`src/rtl/pipe_ctrl_pkg.sv`:
```
`default_nettype none
// ============================================================================
// Module      : pipe_ctrl_pkg
// Description : Shared types for the pipeline hazard/redirect controller.
// Revision    : 1.0 - initial release
// ============================================================================
package pipe_ctrl_pkg;

    localparam int C_WORD_W = 64;

    typedef logic [C_WORD_W-1:0] word_t;

    typedef enum logic [0:0] {
        RUN  = 1'b0,
        WAIT = 1'b1
    } pipe_ctrl_state_t;

    typedef struct packed {
        logic holdf;
        logic holdd;
        logic holde;
        logic holdm;
        logic bub_e;
        logic bub_m;
        logic bub_w;
    } pipe_hold_t;

    // A stage holds whenever any younger-facing stage downstream holds.
    function automatic pipe_hold_t calc_hold(
        input logic stallf_req,
        input logic bubbled,
        input logic busye,
        input logic stallm_req
    );
        pipe_hold_t h;
        h       = '0;
        h.holdm = stallm_req;
        h.holde = h.holdm | busye;
        h.holdd = h.holde | bubbled;
        h.holdf = h.holdd | stallf_req;
        h.bub_w = h.holdm;
        h.bub_m = h.holde & ~h.holdm;
        h.bub_e = h.holdd & ~h.holde;
        return h;
    endfunction

endpackage
`default_nettype wire

```
`src/rtl/pipe_perf.sv`:
```
`default_nettype none
// ============================================================================
// Module      : pipe_perf
// Description : Free-running cycle, stall and redirect counters (wrap at 2^64).
// Revision    : 1.0 - initial release
// ============================================================================
module pipe_perf
    import pipe_ctrl_pkg::*;
(
    input  logic  clk,
    input  logic  reset,
    input  logic  holdd,
    input  logic  redirect_valid,
    output word_t perf_cycles,
    output word_t perf_stalls,
    output word_t perf_redirects
);

    word_t cycles_q, cycles_d;
    word_t stalls_q, stalls_d;
    word_t redirs_q, redirs_d;

    always_comb begin
        cycles_d = cycles_q + word_t'(1);
        stalls_d = stalls_q + word_t'(holdd);
        redirs_d = redirs_q + word_t'(redirect_valid);
    end

    always_ff @(posedge clk or negedge reset) begin
        if (!reset) begin
            cycles_q <= '0;
            stalls_q <= '0;
            redirs_q <= '0;
        end else begin
            cycles_q <= cycles_d;
            stalls_q <= stalls_d;
            redirs_q <= redirs_d;
        end
    end

    assign perf_cycles    = cycles_q;
    assign perf_stalls    = stalls_q;
    assign perf_redirects = redirs_q;

endmodule
`default_nettype wire

```
`src/rtl/pipe_ctrl.sv`:
```
`default_nettype none
// ============================================================================
// Module      : pipe_ctrl
// Description : Pipeline hold/bubble generation and branch redirect sequencing.
//               Define PIPE_PERF_CNT_EN to build the performance counters.
// Revision    : 1.0 - initial release
// ============================================================================
module pipe_ctrl
    import pipe_ctrl_pkg::*;
(
    input  logic  clk,
    input  logic  reset,
    input  logic  stallf_req,
    input  logic  bubbled,
    input  logic  busye,
    input  logic  stallm_req,
    input  logic  branch_valid,
    input  word_t branch_target,
    output logic  holdf,
    output logic  holdd,
    output logic  holde,
    output logic  holdm,
    output logic  flushd,
    output logic  bub_e,
    output logic  bub_m,
    output logic  bub_w,
    output logic  redirect_valid,
    output word_t redirect_pc,
    output word_t perf_cycles,
    output word_t perf_stalls,
    output word_t perf_redirects
);

    pipe_hold_t       w_hold;
    pipe_ctrl_state_t state_q, state_d;
    word_t            target_q, target_d;
    logic             w_accept;

    assign w_hold = calc_hold(stallf_req, bubbled, busye, stallm_req);

    assign holdf = w_hold.holdf;
    assign holdd = w_hold.holdd;
    assign holde = w_hold.holde;
    assign holdm = w_hold.holdm;
    assign bub_e = w_hold.bub_e;
    assign bub_m = w_hold.bub_m;
    assign bub_w = w_hold.bub_w;

    // WAIT leaves only on an idle fetch, so late execute/memory stalls
    // cannot cancel a redirect that is already pending.
    always_comb begin
        state_d        = state_q;
        target_d       = target_q;
        w_accept       = 1'b0;
        redirect_valid = 1'b0;
        case (state_q)
            RUN: begin
                if (branch_valid && !w_hold.holde) begin
                    w_accept = 1'b1;
                    target_d = branch_target;
                    state_d  = WAIT;
                end
            end
            WAIT: begin
                if (!stallf_req) begin
                    redirect_valid = 1'b1;
                    state_d        = RUN;
                end
            end
            default: state_d = RUN;
        endcase
    end

    always_ff @(posedge clk or negedge reset) begin
        if (!reset) begin
            state_q  <= RUN;
            target_q <= '0;
        end else begin
            state_q  <= state_d;
            target_q <= target_d;
        end
    end

    assign flushd      = (w_accept | (state_q == WAIT) | bubbled) & ~w_hold.holde;
    assign redirect_pc = target_q;

`ifdef PIPE_PERF_CNT_EN
    pipe_perf u_perf (
        .clk            (clk),
        .reset          (reset),
        .holdd          (w_hold.holdd),
        .redirect_valid (redirect_valid),
        .perf_cycles    (perf_cycles),
        .perf_stalls    (perf_stalls),
        .perf_redirects (perf_redirects)
    );
`else
    assign perf_cycles    = '0;
    assign perf_stalls    = '0;
    assign perf_redirects = '0;
`endif

endmodule
`default_nettype wire

```
`config.mk`:
```
export PLATFORM = sky130hd
export DESIGN_NAME = pipe_ctrl
export DESIGN_NICKNAME = d
export VERILOG_FILES = /design/src/rtl/pipe_ctrl_pkg.sv /design/src/rtl/pipe_perf.sv /design/src/rtl/pipe_ctrl.sv
export SDC_FILE = /design/constraint.sdc
export NUM_CORES = 1
export LEC_CHECK = 0
export CORE_AREA = 5 5 128 130
export DETAILED_ROUTE_END_ITERATION = 10
export DIE_AREA = 0 0 133 135
export PLACE_DENSITY = 0.7
export SLEW_MARGIN = 15
export SYNTH_ARGS = -nofsm -noshare
export SYNTH_HDL_FRONTEND = slang
export SYNTH_SLANG_ARGS = --single-unit
```
`constraint.sdc`:
```
create_clock -name clk -period 3.8 [get_ports clk]
set_clock_uncertainty 0.05 [all_clocks]
set_input_delay 0.57 -clock clk [delete_from_list [all_inputs] [get_ports clk]]
set_output_delay 0.57 -clock clk [all_outputs]
set_load 0.005 [all_outputs]
```
==> reports/summary.txt, run 1 <==
clock slew at the register clock pins of the worst setup and hold paths: 0.06 ns
DRC viols: 0
depth of the CTS H-tree: 3
peak ir drop on the vdd network: 0.000175 V
antenna violations before repair: 0
final design area excluding fillers: 0.00518 mm^2
GR Util All Layers: 0.0826
TritonCTS clock tree: built
measured slew at the worst slew-check pin: 0.881 ns
status: finished clean
number of storage elements in the synthesis netlist: 65
fraction of layout instances using a drive strength above 1: 0.0825
nets: 563
Core Rows: 45
Worst Setup End Kind: output pin
mean area per synthesized cell: 11.6 um^2
area used by sequential logic in the layout: 0.00163 mm^2
iteration count of the initial detailed-routing pass: 3
crit-path max FO: 6
maximum number of pins on one net before global-route repair: 66
count of instances resized after the clock tree is built: 0
critical path start-end classification: in -> out
insertion delay to the later sink of the worst-skew pair: 0.33 ns
RePlAce Congestion: 0.650
core area: 0.0150 mm^2
Post-CTS Setup Bufs: 0
average wire length per cell after detail routing: 12.2 um
accumulated negative setup slack: 0 ns
Relative slew margins: 0.410
I/O pin count: 336
Pins Over Slew Limit: 0
category of the worst setup path launch point: primary input
path type of the worst min-delay path: in -> async
wire length of the first global-routing pass: 11.4 mm
iteration-0 DRC count of the detailed router: 23
setup violation total in the final timing report: 0
unrepaired setup endpoints after global routing: false
chip width: 133 um
multi-input logic area: 0.00152 mm^2
clock tree root driver cell: sky130_fd_sc_hd__clkbuf_16
maximum count of clock buffers along a single path: 2
detailed-route wire length: 8.39 mm
Warnings, synthesis: 0
Fmax: 352 MHz
vias per cell: 3.33
effective utilization at floorplan: 0.264
global route overflow: 0
LEAKAGE: 2.42 nW
max_cap viols: 0
combined area of all synthesized cells: 0.00397 mm^2
synthesized netlist cell count: 342
period utilization: 0.747
post-place instance area: 0.00488 mm^2
vias in the first global route: 2,179
Inserted Diodes: 0
number of buffers added on ports: 143
required time reported for the critical path endpoint: 3.18 ns
WP data arrival: 2.22 ns
number of endpoints with negative hold slack in the final report: 0
half-perimeter wire length after detailed placement: 6.69 mm
clock period minus worst slack: 2.84 ns
area of the die: 0.0180 mm^2
hold bufs inserted after CTS: 0
library cells used by synthesis: 15
number of buffers created by CTS: 9
area overhead of the layout relative to synthesis: 30.6%
Die Height: 135 um
smallest hold slack: 0.307 ns
sequential-to-total area share from yosys stat: 0.410
clock sink total: 65
Filler Cell Count: 1,526
antenna-violating nets left: 0
vias post-DR: 2,279
pwr dens: 462 mW/mm^2
layout make-up:
| type | instances | share of cell area |
|---|---|---|
| repair buffers | 149 | 0.290 |
| flip-flops and latches | 65 | 0.314 |
| multi-input cells | 266 | 0.293 |
| inverters | 1 | 0.000725 |
| clock buffers | 9 | 0.0435 |
| clock inverters | 7 | 0.0138 |
| well taps | 188 | 0.0454 |
cell usage in the layout, fill, tap and decap left out, drive strengths merged:
cell	n
nor2b	2
conb	192
clkinv	3
bufinv	1
clkbuf	9
nor4b	1
inv	1
nor3	1
or2	2
dfrtp	65
clkinvlp	3
nor2	2
or3	1
buf	7
a21o	1
mux2	64
clkdlybuf4s50	142
final timing paths:
kind | cells past startpoint | slack (ns) | from | to
worst max-delay path | 4 | 0.96 | stallm_req | holdf
worst min-delay path | 1 | 0.31 | reset | redirect_pc[12]
worst max register to register | 3 | 1.81 | state_q | redirect_pc[47]
worst min register to register | 1 | 0.43 | redirect_pc[1] | redirect_pc[1]
max in group asynchronous | 1 | 2.84 | reset | redirect_pc[19]
min in group clk | 1 | 0.43 | redirect_pc[1] | redirect_pc[1]
power breakdown:
part           internal (mW)  leakage (nW)  switching [mW]
Sequential             0.849         0.772          0.0740
Clock                  0.506         0.137           0.319
Combinational          0.425          1.51           0.218
worst max-delay path: stages:
cell and delay, ns:
sky130_fd_sc_hd__clkdlybuf4s50_1 0.52, sky130_fd_sc_hd__or3_1 0.40, sky130_fd_sc_hd__or2_2 0.28, sky130_fd_sc_hd__clkdlybuf4s50_1 0.45
Yosys cell counts (all sizes together):
cell type	n	area, um^2
dfrtp	65	1630
or3	1	6.26
nor2b	2	12.5
or2	2	12.5
a21o	1	7.51
conb	1	3.75
mux2	64	721
inv	1	3.75
nor2	2	7.51
nor3	1	5.00
nor4b	1	15.0
buf	201	1540
state kept, by name (all words and copies together), names as in the netlist:
name / cells
state_q: 1
redirect_pc: 64
metal layers:
layer / GRT usage / share of wire
met1: 0.0813 / 0.32
met2: 0.143 / 0.52
met3: 0.0406 / 0.14
met4: 0.0450 / 0.018
met5: 0 / 0
cells by family (layout without fill, tap and decap cells):
kind of cell,after synthesis,in the layout,share of synthesized area
buffers and inverters,202,166,0.390
flip-flops,65,65,0.410
multiplexers,64,64,0.182
AND/OR/NAND/NOR,9,9,0.0148
other,1,192,0.000946
AO/OA/AOI/OAI,1,1,0.00189
through the flow:
stage | util | instances | setup WS, ns | power, mW
CTS | 0.344 | 685 | 0.948 | 2.45
global route | 0.344 | 685 | 0.892 | 2.53
global placement | 0.325 | 669 | 0.973 | 1.58
finish | 0.344 | 685 | 0.961 | 2.39
detailed placement | 0.325 | 669 | 0.959 | 1.59
floorplan | - | 533 | 1.93 | 1.27
Note: power is estimated with default switching activity, not from simulation.
==> inputs of run 2 (changes only) <==
--- a/config.mk
+++ b/config.mk
@@ -5,10 +5,10 @@
 export SDC_FILE = /design/constraint.sdc
 export NUM_CORES = 1
 export LEC_CHECK = 0
-export CORE_AREA = 5 5 128 130
+export CORE_AREA = 5 5 127 129
 export DETAILED_ROUTE_END_ITERATION = 10
-export DIE_AREA = 0 0 133 135
-export PLACE_DENSITY = 0.7
+export DIE_AREA = 0 0 132 134
+export PLACE_DENSITY = 0.73
 export SLEW_MARGIN = 15
 export SYNTH_ARGS = -nofsm -noshare
 export SYNTH_HDL_FRONTEND = slang
==> constraint.sdc (replaced) <==
create_clock -name clk -period 2.45 [get_ports clk]
set_clock_uncertainty 0.05 [all_clocks]
set_input_delay 0.3675 -clock clk [delete_from_list [all_inputs] [get_ports clk]]
set_output_delay 0.3675 -clock clk [all_outputs]
set_load 0.005 [all_outputs]
==> reports/summary.txt, run 2 (synthesized netlist as in run 1, its figures left out) <==
maximum count of clock buffers along a single path: 2
slack of the worst reg-to-reg path: 0.78 ns
nets: 562
GR Util All Layers: 0.0834
LEAKAGE: 2.41 nW
crit path capture: holdf
number of buffer and inverter stages on the critical path: 2
iteration count of the initial detailed-routing pass: 3
fraction of layout instances using a drive strength above 1: 0.0806
status: finished clean
max_cap viols: 0
count of instances resized after the clock tree is built: 0
Worst Setup End Kind: output pin
hold bufs inserted after CTS: 0
detailed-route wire length: 8.19 mm
insertion delay to the later sink of the worst-skew pair: 0.32 ns
clock period minus worst slack: 2.36 ns
critical path start-end classification: in -> out
leading cell type in the layout, fill and taps excluded: sky130_fd_sc_hd__conb_1
Pins Over Slew Limit: 0
depth of the CTS H-tree: 3
antenna violations before repair: 0
required time reported for the critical path endpoint: 2.03 ns
clock slew at the register clock pins of the worst setup and hold paths: 0.06 ns
DRC viols: 0
most prevalent standard cell on the critical path: sky130_fd_sc_hd__clkdlybuf4s50_1
Inserted Diodes: 0
Post-CTS Setup Bufs: 0
Fmax: 423 MHz
Crit Reg-Reg Endpoint: redirect_pc[46]
crit-path leading delay family: buffers and inverters
iteration-0 DRC count of the detailed router: 34
clock tree root driver cell: sky130_fd_sc_hd__clkbuf_16
max incr delay on CP: 0.45 ns
flip-flop count of the largest register, all copies and words added: 64
Die Height: 134 um
final design area excluding fillers: 0.00515 mm^2
period utilization: 0.965
unrepaired setup endpoints after global routing: false
Core Rows: 45
setup violation total in the final timing report: 0
number of buffers added on ports: 143
WP data arrival: 1.95 ns
accumulated negative setup slack: 0 ns
Crit. Startpoint: busye
number of buffers created by CTS: 9
vias in the first global route: 2,187
average wire length per cell after detail routing: 12.0 um
dpl ws: 0.0665 ns
Filler Cell Count: 1,529
pwr dens: 699 mW/mm^2
clock sink total: 65
core area: 0.0149 mm^2
area of the die: 0.0177 mm^2
area overhead of the layout relative to synthesis: 30.0%
path depth of the worst reg2reg path: 3
antenna-violating nets left: 0
Tot Pwr: 3.60 mW
cell-by-cell trace of the critical path: clkdlybuf4s50_1, or3_1, or2_2, clkdlybuf4s50_1
most frequent cells in the layout: sky130_fd_sc_hd__conb_1 (192), sky130_fd_sc_hd__clkdlybuf4s50_1 (142), sky130_fd_sc_hd__dfrtp_1 (65), sky130_fd_sc_hd__mux2_1 (49), sky130_fd_sc_hd__mux2_2 (15)
post-place instance area: 0.00488 mm^2
RePlAce Congestion: 0.680
maximum number of pins on one net before global-route repair: 66
crit-path max FO: 2
smallest setup slack after layout: 0.0862 ns
vias per cell: 3.31
vias post-DR: 2,261
I/O pin count: 336
number of endpoints with negative hold slack in the final report: 0
effective utilization at floorplan: 0.266
startpoint of the worst-slack reg-to-reg timing path: state_q
peak ir drop on the vdd network: 0.000367 V
number of standard cells in the final layout excluding fillers: 684
Post-Place Cells: 668
path type of the worst min-delay path: in -> async
chip width: 132 um
critical path depth in cells: 4
category of the worst setup path launch point: primary input
wire length of the first global-routing pass: 11.5 mm
half-perimeter wire length after detailed placement: 6.60 mm
TritonCTS clock tree: built
Critical-path top delay cell: sky130_fd_sc_hd__clkdlybuf4s50_1
global route overflow: 0
==> run 2: stage by stage <==
| step | hold WS (ns) | util |
|---|---|---|
| final | 0.00364 | 0.345 |
| after global routing | 0.0305 | 0.345 |
| after CTS | 0.000534 | 0.345 |
| after detailed placement | 0.370 | 0.327 |
| after global placement | 0.370 | 0.327 |
| after floorplan | 0.0219 | - |
==> run 2: where the power goes <==
part | switching, mW | leakage [nW] | internal, mW
clock | 0.484 | 0.128 | 0.681
sequential | 0.120 | 0.772 | 1.32
combinational | 0.338 | 1.51 | 0.661
total | 0.942 | 2.41 | 2.66
==> run 2: per-layer routing <==
layer	wire length, um	vias up	track usage
met5	0	-	0
met4	123	0	0.0343
met3	1200	12	0.0476
met2	4190	168	0.143
met1	2670	1069	0.0836
li1	-	1012	-
==> run 2: area by class of cell <==
class,count,area (um^2),share of cell area
clock buffers,9,225,0.0437
inverters,1,3.75,0.000728
repair buffers,148,1500,0.291
clock inverters,7,46.3,0.00898
multi-input cells,266,1520,0.294
well taps,188,235,0.0456
flip-flops and latches,65,1630,0.316
==> run 2: how the worst min path moves through the flow <==
| stage | startpoint | to | slack [ns] | depth (start not counted) |
|---|---|---|---|---|
| finish | reset | redirect_pc[35] | 0.004 | 2 |
| global route | reset | redirect_pc[35] | 0.03 | 2 |
| CTS | reset | redirect_pc[35] | 0.0005 | 2 |
| detailed placement | reset | redirect_pc[33] | 0.37 | 2 |
| global placement | reset | redirect_pc[33] | 0.37 | 2 |
| floorplan | reset | redirect_pc[0] | 0.02 | 0 |
